==> src/rtl/axi4l_rr_arbiter.sv <==
// Round-robin arbiter sharing one AXI4-Lite slave port among NM masters.
// The write (AW/W/B) and read (AR/R) paths each run their own FSM and carry one
// transaction at a time. Grants are registered, so no master valid reaches its
// own ready in the same cycle. Each last-grant pointer advances only when a
// transaction completes.
module axi4l_rr_arbiter #(
   parameter int NM = 3,
   parameter int AW = 32,
   parameter int DW = 32
) (
   input  logic               clk,
   input  logic               rst,
   // master-side write address / data / response
   input  logic [NM-1:0]      m_awvalid,
   output logic [NM-1:0]      m_awready,
   input  logic [NM*AW-1:0]   m_awaddr,
   input  logic [NM*3-1:0]    m_awprot,
   input  logic [NM-1:0]      m_wvalid,
   output logic [NM-1:0]      m_wready,
   input  logic [NM*DW-1:0]   m_wdata,
   input  logic [NM*DW/8-1:0] m_wstrb,
   output logic [NM-1:0]      m_bvalid,
   input  logic [NM-1:0]      m_bready,
   output logic [NM*2-1:0]    m_bresp,
   // master-side read address / data
   input  logic [NM-1:0]      m_arvalid,
   output logic [NM-1:0]      m_arready,
   input  logic [NM*AW-1:0]   m_araddr,
   input  logic [NM*3-1:0]    m_arprot,
   output logic [NM-1:0]      m_rvalid,
   input  logic [NM-1:0]      m_rready,
   output logic [NM*DW-1:0]   m_rdata,
   output logic [NM*2-1:0]    m_rresp,
   // slave side
   output logic               s_awvalid,
   input  logic               s_awready,
   output logic [AW-1:0]      s_awaddr,
   output logic [2:0]         s_awprot,
   output logic               s_wvalid,
   input  logic               s_wready,
   output logic [DW-1:0]      s_wdata,
   output logic [DW/8-1:0]    s_wstrb,
   input  logic               s_bvalid,
   output logic               s_bready,
   input  logic [1:0]         s_bresp,
   output logic               s_arvalid,
   input  logic               s_arready,
   output logic [AW-1:0]      s_araddr,
   output logic [2:0]         s_arprot,
   input  logic               s_rvalid,
   output logic               s_rready,
   input  logic [DW-1:0]      s_rdata,
   input  logic [1:0]         s_rresp,
   // current owners
   output logic [NM-1:0]      wr_gnt,
   output logic [NM-1:0]      rd_gnt
);

   localparam int IW = (NM > 1) ? $clog2(NM) : 1;
   localparam int SW = DW / 8;
   localparam logic [NM-1:0] ONE_NM = {{(NM-1){1'b0}}, 1'b1};
   localparam logic [IW-1:0] LAST_RST = IW'(NM - 1);

   typedef enum logic [1:0] {W_IDLE = 2'd0, W_ADDR = 2'd1, W_RESP = 2'd2} wr_state_e;
   typedef enum logic [1:0] {R_IDLE = 2'd0, R_ADDR = 2'd1, R_DATA = 2'd2} rd_state_e;

   // first requester found scanning upward from last+1, wrapping at NM
   function automatic logic [IW-1:0] rr_pick(input logic [NM-1:0] req, input logic [IW-1:0] last);
      logic [IW-1:0] idx;
      logic          found;
      rr_pick = last;
      found   = 1'b0;
      for (int k = 1; k <= NM; k++) begin
         idx = IW'((int'(last) + k) % NM);
         if (!found && req[idx]) begin
            rr_pick = idx;
            found   = 1'b1;
         end else begin
            found   = found;
         end
      end
   endfunction

   wr_state_e     wr_state_q, wr_state_d;
   logic [IW-1:0] wr_idx_q, wr_idx_d, last_wr_q, last_wr_d;
   logic [NM-1:0] wr_gnt_q, wr_gnt_d;
   logic          aw_done_q, aw_done_d, w_done_q, w_done_d;

   rd_state_e     rd_state_q, rd_state_d;
   logic [IW-1:0] rd_idx_q, rd_idx_d, last_rd_q, last_rd_d;
   logic [NM-1:0] rd_gnt_q, rd_gnt_d;

   logic          aw_fire_s, w_fire_s, ar_fire_s;

   assign aw_fire_s = s_awvalid & s_awready;
   assign w_fire_s  = s_wvalid & s_wready;
   assign ar_fire_s = s_arvalid & s_arready;
   assign wr_gnt    = wr_gnt_q;
   assign rd_gnt    = rd_gnt_q;

   // write FSM next state: arbitrate in idle, track AW/W handshakes, finish on B
   always_comb begin
      wr_state_d = wr_state_q;
      wr_idx_d   = wr_idx_q;
      wr_gnt_d   = wr_gnt_q;
      last_wr_d  = last_wr_q;
      aw_done_d  = aw_done_q;
      w_done_d   = w_done_q;
      case (wr_state_q)
         W_IDLE: begin
            if (|m_awvalid) begin
               wr_idx_d   = rr_pick(m_awvalid, last_wr_q);
               wr_gnt_d   = ONE_NM << wr_idx_d;
               aw_done_d  = 1'b0;
               w_done_d   = 1'b0;
               wr_state_d = W_ADDR;
            end else begin
               wr_gnt_d   = {NM{1'b0}};
            end
         end
         W_ADDR: begin
            if ((aw_done_q | aw_fire_s) && (w_done_q | w_fire_s)) begin
               aw_done_d  = 1'b0;
               w_done_d   = 1'b0;
               wr_state_d = W_RESP;
            end else begin
               aw_done_d  = aw_done_q | aw_fire_s;
               w_done_d   = w_done_q | w_fire_s;
            end
         end
         W_RESP: begin
            if (s_bvalid && m_bready[wr_idx_q]) begin
               last_wr_d  = wr_idx_q;
               wr_gnt_d   = {NM{1'b0}};
               wr_state_d = W_IDLE;
            end else begin
               wr_state_d = W_RESP;
            end
         end
         default: begin
            wr_gnt_d   = {NM{1'b0}};
            wr_state_d = W_IDLE;
         end
      endcase
   end

   // read FSM next state: arbitrate in idle, finish address on AR, finish on R
   always_comb begin
      rd_state_d = rd_state_q;
      rd_idx_d   = rd_idx_q;
      rd_gnt_d   = rd_gnt_q;
      last_rd_d  = last_rd_q;
      case (rd_state_q)
         R_IDLE: begin
            if (|m_arvalid) begin
               rd_idx_d   = rr_pick(m_arvalid, last_rd_q);
               rd_gnt_d   = ONE_NM << rd_idx_d;
               rd_state_d = R_ADDR;
            end else begin
               rd_gnt_d   = {NM{1'b0}};
            end
         end
         R_ADDR: begin
            if (ar_fire_s) begin
               rd_state_d = R_DATA;
            end else begin
               rd_state_d = R_ADDR;
            end
         end
         R_DATA: begin
            if (s_rvalid && m_rready[rd_idx_q]) begin
               last_rd_d  = rd_idx_q;
               rd_gnt_d   = {NM{1'b0}};
               rd_state_d = R_IDLE;
            end else begin
               rd_state_d = R_DATA;
            end
         end
         default: begin
            rd_gnt_d   = {NM{1'b0}};
            rd_state_d = R_IDLE;
         end
      endcase
   end

   // state registers for both FSMs; reset abandons any in-flight transfer
   always_ff @(posedge clk) begin
      if (rst) begin
         wr_state_q <= W_IDLE;
         wr_idx_q   <= {IW{1'b0}};
         wr_gnt_q   <= {NM{1'b0}};
         last_wr_q  <= LAST_RST;
         aw_done_q  <= 1'b0;
         w_done_q   <= 1'b0;
         rd_state_q <= R_IDLE;
         rd_idx_q   <= {IW{1'b0}};
         rd_gnt_q   <= {NM{1'b0}};
         last_rd_q  <= LAST_RST;
      end else begin
         wr_state_q <= wr_state_d;
         wr_idx_q   <= wr_idx_d;
         wr_gnt_q   <= wr_gnt_d;
         last_wr_q  <= last_wr_d;
         aw_done_q  <= aw_done_d;
         w_done_q   <= w_done_d;
         rd_state_q <= rd_state_d;
         rd_idx_q   <= rd_idx_d;
         rd_gnt_q   <= rd_gnt_d;
         last_rd_q  <= last_rd_d;
      end
   end

   // write channel routing between the granted master and the slave
   always_comb begin
      m_awready = {NM{1'b0}};
      m_wready  = {NM{1'b0}};
      m_bvalid  = {NM{1'b0}};
      m_bresp   = {(NM*2){1'b0}};
      s_awvalid = 1'b0;
      s_awaddr  = {AW{1'b0}};
      s_awprot  = 3'b000;
      s_wvalid  = 1'b0;
      s_wdata   = {DW{1'b0}};
      s_wstrb   = {SW{1'b0}};
      s_bready  = 1'b0;
      case (wr_state_q)
         W_ADDR: begin
            if (!aw_done_q) begin
               s_awvalid           = m_awvalid[wr_idx_q];
               s_awaddr            = m_awaddr[wr_idx_q*AW +: AW];
               s_awprot            = m_awprot[wr_idx_q*3 +: 3];
               m_awready[wr_idx_q] = s_awready;
            end else begin
               s_awvalid           = 1'b0;
            end
            if (!w_done_q) begin
               s_wvalid            = m_wvalid[wr_idx_q];
               s_wdata             = m_wdata[wr_idx_q*DW +: DW];
               s_wstrb             = m_wstrb[wr_idx_q*SW +: SW];
               m_wready[wr_idx_q]  = s_wready;
            end else begin
               s_wvalid            = 1'b0;
            end
         end
         W_RESP: begin
            s_bready                  = m_bready[wr_idx_q];
            m_bvalid[wr_idx_q]        = s_bvalid;
            m_bresp[wr_idx_q*2 +: 2]  = s_bresp;
         end
         default: begin
            s_bready = 1'b0;
         end
      endcase
   end

   // read channel routing between the granted master and the slave
   always_comb begin
      m_arready = {NM{1'b0}};
      m_rvalid  = {NM{1'b0}};
      m_rdata   = {(NM*DW){1'b0}};
      m_rresp   = {(NM*2){1'b0}};
      s_arvalid = 1'b0;
      s_araddr  = {AW{1'b0}};
      s_arprot  = 3'b000;
      s_rready  = 1'b0;
      case (rd_state_q)
         R_ADDR: begin
            s_arvalid           = m_arvalid[rd_idx_q];
            s_araddr            = m_araddr[rd_idx_q*AW +: AW];
            s_arprot            = m_arprot[rd_idx_q*3 +: 3];
            m_arready[rd_idx_q] = s_arready;
         end
         R_DATA: begin
            s_rready                   = m_rready[rd_idx_q];
            m_rvalid[rd_idx_q]         = s_rvalid;
            m_rdata[rd_idx_q*DW +: DW] = s_rdata;
            m_rresp[rd_idx_q*2 +: 2]   = s_rresp;
         end
         default: begin
            s_rready = 1'b0;
         end
      endcase
   end

endmodule

==> config.mk <==
export PLATFORM = sky130hd
export DESIGN_NAME = axi4l_rr_arbiter
export DESIGN_NICKNAME = d
export VERILOG_FILES = /design/src/rtl/axi4l_rr_arbiter.sv
export SDC_FILE = /design/constraint.sdc
export NUM_CORES = 1
export LEC_CHECK = 0
export CAP_MARGIN = 20
export CORE_AREA = 2 2 241 243
export DETAILED_ROUTE_END_ITERATION = 10
export DIE_AREA = 0 0 243 245
export DONT_BUFFER_PORTS = 1
export GPL_TIMING_DRIVEN = 0
export SYNTH_ARGS = -nofsm -noshare
export SYNTH_HDL_FRONTEND = slang
export SYNTH_SLANG_ARGS = --single-unit
==> constraint.sdc <==
create_clock -name clk -period 5.75 [get_ports clk]
set_input_delay 1.15 -clock clk [delete_from_list [all_inputs] [get_ports clk]]
set_output_delay 1.15 -clock clk [all_outputs]
set_load 0.1 [all_outputs]
# ---- Word-level counts from Yosys, hierarchy flattened
# Index checks and enable logic that the tools add are counted.
dict set report op_classes {
  n_addsub 9
  n_mul 2
  n_div 6
  magnitude_cmp 10
  eq_ne 9
  shift 14
  muxes 94
  bitwise 15
  n_reduce_logical 26
}
# op n
set op_table {}
lappend op_table {{indexed part select 96 x 8 -> 32 bit} 3}
lappend op_table {{modulo 32 x 3 -> 32 bit (second input constant)} 6}
lappend op_table {{2-to-1 mux 32 bit} 5}
lappend op_table {{AND 96 bit} 1}
lappend op_table {{2-to-1 mux 96 bit} 1}
lappend op_table {{variable shift 32 x 34 -> 96 bit (first input constant)} 1}
lappend op_table {{indexed part select 32 x 34 -> 96 bit} 1}
lappend op_table {{negator 3 -> 34 bit} 2}
lappend op_table {{variable shift 2 x 34 -> 6 bit (first input constant)} 2}
lappend op_table {{indexed part select 2 x 34 -> 6 bit} 2}
lappend op_table {{2-to-1 mux 3 bit} 14}
lappend op_table {{2-to-1 mux 1 bit} 35}
lappend op_table {{negator 7 -> 34 bit} 1}
lappend op_table {{2-to-1 mux 2 bit} 16}
lappend op_table {{< comparator 2 x 3 -> 1 bit (second input constant)} 8}
lappend op_table {{binary-select mux 1 bit (select 2 bit)} 11}
lappend op_table {{case mux 3 bit (3 select lines)} 2}
lappend op_table {{indexed part select 9 x 5 -> 3 bit} 2}
lappend op_table {{AND reduction 2 bit} 8}
lappend op_table {{AND 3 bit} 5}
lappend op_table {{adder 2 x 2 -> 3 bit (second input constant)} 4}
lappend op_table {{AND 6 bit} 2}
lappend op_table {{2-to-1 mux 6 bit} 2}
lappend op_table {{case mux 2 bit (3 select lines)} 2}
lappend op_table {{19 further kinds} 49}
dict set report totals {
  register_bits 20
  latch_bits 0
  ram_bits 0
  romBits 0
  inputBits 376
  out_inout_bits 240
  word_cells 195
  mem_count 0
}

# ---- Longest topological paths before layout
# Gate-level depths: netlist of run 1.
dict set report depth {
  word_depth 20
  ltp_mapped 9
  depth_no_buf 8
}

# ---- Least setup slack after synthesis of run 1
# OpenSTA, ideal clock, no wires.
dict set report synth_timing {
  kind {input-to-output}
  startpoint {input port m_rready[1]}
  endpoint {output port s_rready}
  arrival_time_ps 2610
  required_ps 4600
  slack_ps 1990
  path_stages 3
  path_buffers 0
  path_cell_list {mux2_2 -> a22oi_1 -> nor2_1}
}
dict set report synth_between {
  elab_chain_len 3
}
# item line
set synth_rtl {}
lappend synth_rtl {{start, declared} 31} ;# input logic [NM-1:0] m_rready,
lappend synth_rtl {{binary-select mux 1 bit (select 2 bit)} 274} ;# s_rready = m_rready[rd_idx_q];
lappend synth_rtl {{2-to-1 mux 1 bit (not written as such)} 274}
lappend synth_rtl {{2-to-1 mux 1 bit} 266} ;# case (rd_state_q)
lappend synth_rtl {{end, declared} 51} ;# output logic s_rready,
# Every way passes these cells. The select of a mux whose other input is x is not followed.

# ---- Worst setup path after layout of run 1
dict set report layout_timing {
  startpoint {register wr_idx_q[1]}
  endpoint {output port m_bresp[4]}
}
dict set report layout_between {
  elab_chain_len 4
  word_cells_on_any_way 5
  classes_between {add/sub: 1; shift: 2; mux: 1; bitwise: 1}
}
# item line
set layout_rtl {}
lappend layout_rtl {{start, declared} 85} ;# logic [IW-1:0] wr_idx_q, wr_idx_d, last_wr_q, last_wr_d;
lappend layout_rtl {{start signal, assigned} 190} ;# wr_idx_q <= {IW{1'b0}};
lappend layout_rtl {{start signal, assigned} 201} ;# wr_idx_q <= wr_idx_d;
lappend layout_rtl {{negator 3 -> 34 bit *} 248} ;# m_bresp[wr_idx_q*2 +: 2] = s_bresp;
lappend layout_rtl {{indexed part select 2 x 34 -> 6 bit or variable shift 2 x 34 -> 6 bit (tied branches)} 248}
lappend layout_rtl {{AND 6 bit (no source line) *} n/a}
lappend layout_rtl {{2-to-1 mux 6 bit *} 226} ;# case (wr_state_q)
lappend layout_rtl {{end, declared} 24} ;# output logic [NM*2-1:0] m_bresp,
# Every way passes the cells marked *; elsewhere a longest branch is shown, timed or not.

==> results of run 1 <==
-- critical path: stages, from the launching register on --
cell and delay, ns:
dfxtp_1 0.57, clkbuf_1 0.75, clkbuf_1 0.57, inv_1 0.18, ha_1 0.34, nand2_1 0.07
nor4b_1 0.37, and2_1 0.83
-- flip-flops by register name (all words and copies together), names as in the netlist --
name,cells
rd_idx_q,2
rd_state_q,2
wr_idx_q,2
last_rd_q,2
w_done_q,1
aw_done_q,1
rd_gnt,3
wr_gnt,3
wr_state_q,2
last_wr_q,2
-- path summary, 6_finish.rpt --
check / to / slack (ns) / cells after the start
setup reg to reg: wr_state_q[0] / 3.52 / 7
hold / removal: aw_done_q / 0.50 / 2
setup / recovery: m_bresp[4] / 0.64 / 7
hold reg to reg: aw_done_q / 0.50 / 2
-- kinds of logic after synthesis --
group           synth area share (%)
compound gates                  17.9
flops                           7.90
mux                             22.7
buf+inv                         7.45
fa+ha+maj                       3.18
simple gates                    40.8
-- per-stage QoR --
step | std cells | worst slack (ns) | util [%]
2_1_floorplan | 822 | 1.99 | -
3_3_place_gp | 1587 | 0.913 | 10.6
3_5_place_dp | 1609 | 0.869 | 11.9
4_1_cts | 1613 | 0.567 | 12.0
5_1_grt | 1617 | 0.224 | 12.1
6_report | 1618 | 0.643 | 12.1
-- synthesized netlist by cell type (all sizes together) (2+ instances only) --
master  number  area (µm²)
a211o        2        17.5
a211oi       2        20.0
a21o         3        22.5
a21oi      123         616
a22o         3        26.3
a22oi        4        35.0
and2       114         713
and3        16         100
buf         42         213
clkbuf      28         105
dfxtp       20         400
ha          12         150
inv         16        60.1
mux2i      114        1140
nand2       14        52.6
nand2b       9        56.3
nand3        6        30.0
nand3b       2        15.0
nand4        2        12.5
nor2       235         885
nor2b        9        56.3
nor3         8        45.0
nor3b        2        15.0
nor4         4        31.3
nor4b        2        17.5
o21ai       10        50.1
o22ai        2        12.5
-- per-layer routing --
metal  routed length, µm  global-route usage, %  vias to the layer above
met5                  27                      0                        -
met4                 535                   2.13                        4
met3                4030                   4.31                       36
met2               14100                   14.5                      451
met1               13400                   13.0                     3019
li1                    -                      -                     2819
-- power by group --
group / switching, µW / total (µW) / internal [µW]
Clock: 58.8 / 165 / 106
Combinational: 1310 / 1600 / 287
Sequential: 16.7 / 166 / 150
Total: 1390 / 1930 / 543
-- layout make-up --
cell class / count / area, µm² / share of cell area, %
diodes: 2 / 5.00 / 0.0724
plain buffers: 70 / 318 / 4.60
clock buffers: 4 / 88.8 / 1.28
inverters: 16 / 60.1 / 0.868
multi-input cells: 716 / 4560 / 65.9
flip-flops and latches: 20 / 400 / 5.79
well taps: 765 / 957 / 13.8
repair buffers: 25 / 526 / 7.60
==> summary.txt, run 1 <==
Timing
  • Final hold viol count: 0
  • Slew Limit Fails: 0
  • Max_slew headroom: 17.3%
  • RSZ-0062 raised after global routing: no
  • Final setup viols: 0
  • Setup_tns: 0 ns
  • Setup Skew: 0.00119 ns
  • Peak Freq: 0.196 GHz
  • Crit path time final: 5.11 ns
  • Tightest Pin Transition: 1.24 ns
  • Hold WS: 0.502 ns
  • Fin crit share: 88.8%

Clock tree
  • H-tree depth: 1
  • Worst-path clk slew: 0.06 ns
  • # Post-CTS Setup Buffers: 0
  • CTS root buf: clkbuf_16
  • CTS tree: yes
  • PostCTS Resize Cnt: 0
  • Clock Latency Late Sink: 0.26 ns
  • Clk buf depth: 2
  • Clk sinks: 20
  • Hold-fix buffer count after cts: 0
  • Num CTS Buffers: 3

Synthesis
  • EDFF count, synth: 0
  • Syn_nets: 1210
  • Post-synthesis instance area: 5070 µm²
  • #FFs+latches synth: 20
  • Yosys cell types: 55
  • Synth Flop Type: dfxtp_1
  • Count of warnings emitted by yosys: 0
  • Cells after synthesis: 822
  • Synthesized area per cell: 6.17 µm²
  • Register area share after synthesis: 7.90%
  • Asr flop ratio synth: 0%

Routing
  • DRC: 0
  • Routed len/inst: 19.8 µm
  • Total Wirelength: 32100 µm
  • Vias: 6329
  • Vias per Instance: 3.91
  • DR pass1 iterations: 7
  • Initial DRC Count: 549
  • Detail Route Antenna Nets: 0

Job
  • Max_cap viols: 0

Finish
  • Commonest non-fill, non-tap cell in the layout: nor2_1
  • Layout cells sized above 1: 20.0%
  • Post-route design area: 6920 µm²
  • Fillers: 6631
  • Nets: 1240
  • P&R area growth vs syn: 36.4%
  • Most frequent cells in the layout: 126 x nor2_1, 123 x a21oi_1, 114 x and2_1, 114 x mux2i_1, 109 x nor2_2

Worst setup path
  • Critical path peak fanout: 10
  • Critical Path Source: wr_idx_q[1]
  • Crit path arrival time: 3.96 ns
  • Worst setup SP type: flop
  • FF-to-FF Start: wr_idx_q[1]
  • Crit path required time: 4.60 ns
  • Setup CP Type: flop to output pin
  • Critical path endpoint category: output pin

GRT
  • Total gr overflow: 0
  • Initial antenna violation count: 7
  • Pin count of the biggest net entering global routing: 12
  • Vias in the first global route: 5587
  • GRT Resource Usage Total: 9.78%
  • First-pass GRT wire length: 42000 µm

Placement
  • GPL Wtd Cong: 0.979
  • Detailed Place HPWL: 28500 µm
  • Number of port buffers: 0
  • Dpl cell area: 6780 µm²

Die
  • Die Wd: 243 µm
  • Die area: 59500 µm²
  • Die height: 245 µm
  • Core area: 57000 µm²
  • Initial Util: 8.89%
  • Cell Rows: 88
  • I/O pin cnt: 616

Min path
  • HP Start: aw_done_q
  • Worst hold path type: flop to flop

Power and ir drop
  • Leak: 0.00234 µW
  • Tot Pwr: 1930 µW
  • VDD IR max: 0.000114 V
  • Power per cell area: 279 nW/µm²

Outcome
  • Status: finished clean
Power figures use the tool's default switching activity.
==> inputs of run 2 (changes only) <==
--- a/config.mk
+++ b/config.mk
@@ -5,10 +5,10 @@
 export SDC_FILE = /design/constraint.sdc
 export NUM_CORES = 1
 export LEC_CHECK = 0
-export CAP_MARGIN = 20
-export CORE_AREA = 2 2 241 243
+export ABC_AREA = 1
+export CORE_AREA = 2 2 238 240
 export DETAILED_ROUTE_END_ITERATION = 10
-export DIE_AREA = 0 0 243 245
+export DIE_AREA = 0 0 240 242
 export DONT_BUFFER_PORTS = 1
 export GPL_TIMING_DRIVEN = 0
 export SYNTH_ARGS = -nofsm -noshare
==> run 2 against run 1 <==
Against the previous run: maximum frequency shrank 4.2%; utilization grew 2.6 points; register-to-register slack lost 1.1 ns; worst hold slack lost 0.0026 ns; clock skew is essentially flat; area after synthesis shrank 2.5%; die area shrank 2.4%; cell count grew 12%; routed wire length grew 62%; critical endpoint is now m_rdata[90].
==> summary.txt, run 2 <==
Routing
  • Vias per Instance: 4.28
  • DRC: 0
  • Routed len/inst: 28.8 µm
  • Detail Route Antenna Nets: 0
  • Initial DRC Count: 346
  • DR pass1 iterations: 5
  • Vias: 7739
  • Total Wirelength: 52100 µm

Worst setup path
  • Most frequent CP cell: buf_2
  • Crit path required time: 4.60 ns
  • Crit path arrival time: 4.18 ns
  • Crit path largest cell delay: 0.92 ns
  • Critical path's slowest cell: nor2_2
  • Critical path peak fanout: 12
  • Worst setup SP type: flop
  • Reg2reg setup slack: 2.46 ns
  • Critical path endpoint category: output pin
  • Critical Path, Cell by Cell: inv_2, buf_2, buf_1, ha_1, nand4_1, buf_2, nor2_2
  • Setup CP Type: flop to output pin

Synthesis
  • Yosys cell types: 33
  • Asr flop ratio synth: 0%
  • Synthesized area per cell: 5.13 µm²
  • Cell taking the most area after synthesis: nor2_1
  • Most common library cells after synthesis: 306 x nor2_1, 125 x nand2_1, 94 x o21ai_0, 71 x a2bb2oi_1, 50 x clkbuf_1
  • Syn_nets: 1351
  • Synth Flop Type: dfxtp_1
  • Cells after synthesis: 963
  • Register area share after synthesis: 8.10%
  • Most numerous cell in the Yosys netlist: nor2_1
  • #FFs+latches synth: 20
  • Count of warnings emitted by yosys: 0
  • EDFF count, synth: 0
  • Post-synth top area share: 23.2%
  • Post-synthesis instance area: 4940 µm²
  • Ranking of synthesized cells by area: nor2_1 23%, a2bb2oi_1 13%, o21ai_0 9.5%, nand2_1 9.5%, dfxtp_1 8.1%

Die
  • Die Wd: 240 µm
  • Cell Rows: 87
  • I/O pin cnt: 616
  • Initial Util: 8.87%
  • Core area: 55700 µm²
  • Die area: 58100 µm²
  • Die height: 242 µm

GRT
  • Pin count of the biggest net entering global routing: 13
  • Total gr overflow: 0
  • GRT Resource Usage Total: 16.8%
  • Vias in the first global route: 7565
  • Initial antenna violation count: 21
  • First-pass GRT wire length: 66000 µm

Power and ir drop
  • Sw Share: 76.0%
  • Combinational fraction of design power: 85.6%
  • Switch Pwr: 1950 µW
  • Power per cell area: 313 nW/µm²
  • Clock network power share: 6.1%
  • P_int: 615 µW
  • Flop pwr share: 8.2%
  • Leak: 0.00275 µW
  • VDD IR max: 0.000179 V

Timing
  • Tightest Pin Transition: 1.48 ns
  • Slew Limit Fails: 0
  • RSZ-0062 raised after global routing: no
  • Fin crit share: 92.7%
  • Peak Freq: 0.188 GHz
  • Crit path time final: 5.33 ns
  • Setup Skew: 0.000974 ns
  • Final setup viols: 0
  • Final hold viol count: 0
  • Max_slew headroom: 1.48%
  • Setup WS post-layout: 0.421 ns

Clock tree
  • Num CTS Buffers: 3
  • Hold-fix buffer count after cts: 0
  • Worst-path clk slew: 0.06 ns
  • PostCTS Resize Cnt: 0
  • Clk sinks: 20
  • Clock Latency Late Sink: 0.25 ns
  • Clk buf depth: 2
  • # Post-CTS Setup Buffers: 0
  • CTS tree: yes
  • H-tree depth: 1
  • CTS root buf: clkbuf_16

Outcome
  • Status: finished clean

Finish
  • Core Util, Final: 14.7%
  • Layout cells sized above 1: 33.2%
  • Commonest non-fill, non-tap cell in the layout: nor2_1
  • Fillers: 6408
  • Most frequent cells in the layout: 174 x nor2_1, 132 x nor2_2, 125 x nand2_1, 94 x o21ai_0, 71 x a2bb2oi_1
  • P&R area growth vs syn: 65.6%
  • Nets: 1422

Placement
  • GPL Wtd Cong: 1.04
  • Setup slack at placement: 0.710 ns
  • Number of port buffers: 0
  • Detailed Place HPWL: 46000 µm

Min path
  • Worst hold path type: flop to flop

Job
  • Max_cap viols: 0
==> run 2: cell types whose count changed in the layout (fill, tap and decap cells not counted), moves of 71 or more <==
cell / delta
a21oi_1: -113
a2bb2oi_1: +71
and2_1: -114
mux2i_1: -114
nand2_1: +111
o21ai_0: +86
==> run 2: cell type report <==
| cell class | instances | area [µm²] | share of cell area, % |
|---|---|---|---|
| tap | 756 | 946 | 11.6 |
| buffer | 73 | 300 | 3.67 |
| multi-input combinational | 808 | 4830 | 59.0 |
| timing repair buffer | 66 | 1340 | 16.4 |
| inverter | 62 | 233 | 2.84 |
| clock buffer | 4 | 88.8 | 1.09 |
| antenna | 20 | 50.0 | 0.611 |
| sequential | 20 | 400 | 4.89 |
==> run 2: worst paths after layout <==
path,endpoint,from,cells past startpoint
hold reg to reg,last_rd_q[0],last_rd_q[0],2
hold / removal,last_rd_q[0],last_rd_q[0],2
setup / recovery,m_rdata[90],rd_idx_q[0],7
setup reg to reg,wr_state_q[0],wr_idx_q[0],10
==> run 2: layer usage <==
layer	global-route usage, %	up-vias	share of wire [%]
li1	-	3393	-
met1	15.3	3590	33
met2	33.3	591	53
met3	4.06	161	7.2
met4	9.28	4	7.3
met5	0	-	0.065
==> run 2: cell families (layout without fill, tap and decap cells) <==
| logic type | Yosys count | in the layout | synth area share (%) |
|---|---|---|---|
| AND/OR/NAND/NOR | 545 | 545 | 46.8 |
| AO/OA/AOI/OAI | 251 | 251 | 31.3 |
| buffers and inverters | 135 | 205 | 10.8 |
| flip-flops | 20 | 20 | 8.10 |
| adder cells (fa/ha/maj) | 12 | 12 | 3.04 |
| other | 0 | 20 | 0 |
==> run 2: power groups by stage <==
stage          logic (µW)  registers, µW  clock network [µW]
2_1_floorplan        1590            202                   0
3_3_place_gp         2020            215                   0
3_5_place_dp         2210            216                   0
4_1_cts              2220            213                 163
5_1_grt              2290            213                 170
6_report             2200            211                 157
==> run 2: stage by stage <==
stage	setup TNS [ns]	instance area, µm²	hold slack, ns	cells	power [µW]
global route	0	8170	0.523	1801	2670
floorplan	0	4940	0.469	963	1790
finish	0	8190	0.500	1809	2560
CTS	0	8140	0.503	1789	2590
detailed placement	0	8050	0.494	1785	2430
global placement	-18.33	5890	0.495	1719	2240
==> run 2: worst max-delay path: cells and delay by family (launching register included) <==
| kind | cells | cell delay [ns] |
|---|---|---|
| adder cells (fa/ha/maj) | 1 | 0.30 |
| AND/OR/NAND/NOR | 2 | 1.57 |
| flip-flops | 1 | 0.42 |
| buffers and inverters | 4 | 1.61 |
==> inputs of run 3 (changes only) <==
==> constraint.sdc (replaced) <==
create_clock -name clk -period 4.3 [get_ports clk]
set_input_delay 0.43 -clock clk [delete_from_list [all_inputs] [get_ports clk]]
set_output_delay 0.43 -clock clk [all_outputs]
set_load 0.1 [all_outputs]
==> run 3 against run 2 <==
Against the previous run: routed wire length grew 5.9%; first-iteration DRC count grew 25%; worst hold slack lost 0.17 ns; non-clock buffer count shrank 2; utilization grew 0.18 points.
==> summary.txt, run 3 (same netlist as run 2, synthesis figures left out) <==
Timing
  • Crit path time final: 4.20 ns
  • Tightest Pin Transition: 1.46 ns
  • Max_slew headroom: 2.40%
  • Final setup viols: 0
  • Slew Limit Fails: 0
  • Peak Freq: 0.238 GHz
  • Final hold viol count: 0
  • RSZ-0062 raised after global routing: yes
  • Setup Skew: 0.00121 ns
  • Fin crit share: 97.6%

Routing
  • Initial DRC Count: 433
  • DR pass1 iterations: 4
  • DRC: 0
  • Total Wirelength: 55200 µm
  • Vias: 7671
  • Routed len/inst: 30.6 µm
  • Vias per Instance: 4.25
  • Detail Route Antenna Nets: 0

Die
  • Cell Rows: 87
  • Initial Util: 8.87%
  • Die height: 242 µm
  • Core area: 55700 µm²
  • I/O pin cnt: 616
  • Die Wd: 240 µm
  • Die area: 58100 µm²

Finish
  • Commonest non-fill, non-tap cell in the layout: nor2_1
  • P&R area growth vs syn: 67.7%
  • Fin cells: 1805
  • Nets: 1420
  • Core Util, Final: 14.9%
  • Layout cells sized above 1: 33.7%
  • Fillers: 6371
  • Most frequent cells in the layout: 174 x nor2_1, 124 x nand2_1, 100 x nor2_2, 94 x o21ai_0, 71 x a2bb2oi_1

Worst setup path
  • Buf/Inv on CP: 4
  • Critical Path, Cell by Cell: inv_2, buf_2, buf_2, ha_1, nand4_1, buf_2, nor2_2
  • Worst setup SP type: flop
  • Critical path peak fanout: 12
  • Setup CP Type: flop to output pin
  • Critical path's slowest cell: nor2_2
  • Crit path arrival time: 3.77 ns
  • Critical path endpoint category: output pin
  • Reg2reg setup slack: 1.22 ns
  • Cell class contributing the biggest share of worst-path delay: simple AND/OR/NAND/NOR gates
  • Most frequent CP cell: buf_2
  • Crit path required time: 3.87 ns
  • Crit path largest cell delay: 0.86 ns

GRT
  • Total gr overflow: 0
  • GRT Resource Usage Total: 17.8%
  • Vias in the first global route: 7729
  • First-pass GRT wire length: 69300 µm
  • Pin count of the biggest net entering global routing: 13
  • Initial antenna violation count: 21

Power and ir drop
  • Power per cell area: 426 nW/µm²
  • Tot Pwr: 3530 µW
  • Leak: 0.00275 µW
  • Clock network power share: 6.0%
  • P_int: 824 µW
  • Flop pwr share: 7.9%
  • Sw Share: 76.6%
  • Switch Pwr: 2700 µW
  • VDD IR max: 0.000168 V
  • Combinational fraction of design power: 86.0%

Clock tree
  • Hold-fix buffer count after cts: 0
  • CTS root buf: clkbuf_16
  • H-tree depth: 1
  • Worst-path clk slew: 0.06 ns
  • # Post-CTS Setup Buffers: 0
  • Clk buf depth: 2
  • Clk sinks: 20
  • Clock Latency Late Sink: 0.25 ns
  • Num CTS Buffers: 3
  • CTS tree: yes

Placement
  • Detailed Place HPWL: 48900 µm
  • Inst Count DP: 1783
  • Number of port buffers: 0
  • GPL Wtd Cong: 1.01

Min path
  • Worst hold path type: primary input to flop

Job
  • Max_cap viols: 0

Outcome
  • Status: finished clean
==> run 3: changes by cell type in the layout (fill, tap and decap cells not counted), moves of 2 or more <==
cell | previous run | this run
nor2_2 | 132 | 100
nor2_4 | 3 | 35
buf_16 | 28 | 24
clkbuf_1 | 50 | 46
clkbuf_2 | 0 | 4
buf_8 | 35 | 38
a21oi_2 | 38 | 36
a21oi_4 | 3 | 5
diode_2 | 20 | 18
==> run 3: power groups by stage <==
stage | clock, µW | sequential [µW] | combinational, µW
after global placement | 0 | 286 | 2780
final | 213 | 280 | 3030
after CTS | 221 | 283 | 3060
after floorplan | 0 | 270 | 2120
after detailed placement | 0 | 287 | 3040
after global routing | 227 | 285 | 3150
==> run 3: repair_timing <==
action                                  in CTS  in global routing
gates resized for setup                     26                 14
endpoints found under the setup margin      79                 36
pin swaps                                    1                  0
==> run 3: cell type report <==
class / count / area (µm²) / area share (%)
inverter: 62 / 233 / 2.81
antenna: 18 / 45.0 / 0.543
clock buffer: 4 / 88.8 / 1.07
tap: 756 / 946 / 11.4
sequential: 20 / 400 / 4.83
buffer: 73 / 307 / 3.70
timing repair buffer: 64 / 1250 / 15.1
multi-input combinational: 808 / 5010 / 60.5
==> run 3: path summary, 6_finish.rpt <==
| check | startpoint | end | cells after the start |
|---|---|---|---|
| min reg2reg | aw_done_q | aw_done_q | 2 |
| max | rd_idx_q[0] | m_rdata[65] | 7 |
| max reg2reg | wr_idx_q[0] | wr_state_q[0] | 10 |
| min | rst | wr_idx_q[0] | 3 |
==> run 3: layer usage <==
layer	global-route usage, %	wire length, µm	share of wire (%)	vias up
met5	0	0	0	-
met4	8.75	3130	5.7	0
met3	3.34	3500	6.3	137
met2	37.5	31400	57	543
met1	15.4	17100	31	3607
li1	-	-	-	3384
==> run 3: per-stage QoR <==
step | cell area, µm² | setup slack (ns) | setup TNS (ns) | hold slack (ns)
global route | 8280 | -0.156 | -1.49 | 0.366
finish | 8290 | 0.103 | 0 | 0.333
floorplan | 4950 | -0.194 | -0.388 | 0.469
detailed placement | 8000 | -0.135 | -0.908 | 0.496
global placement | 5900 | -1.78 | -78.10 | 0.495
CTS | 8200 | -0.0533 | -0.488 | 0.320
==> run 3: worst min-delay path: stages <==
cell	delay, ns
a21oi_1	0.02
nand2_1	0.06
inv_1	0.03
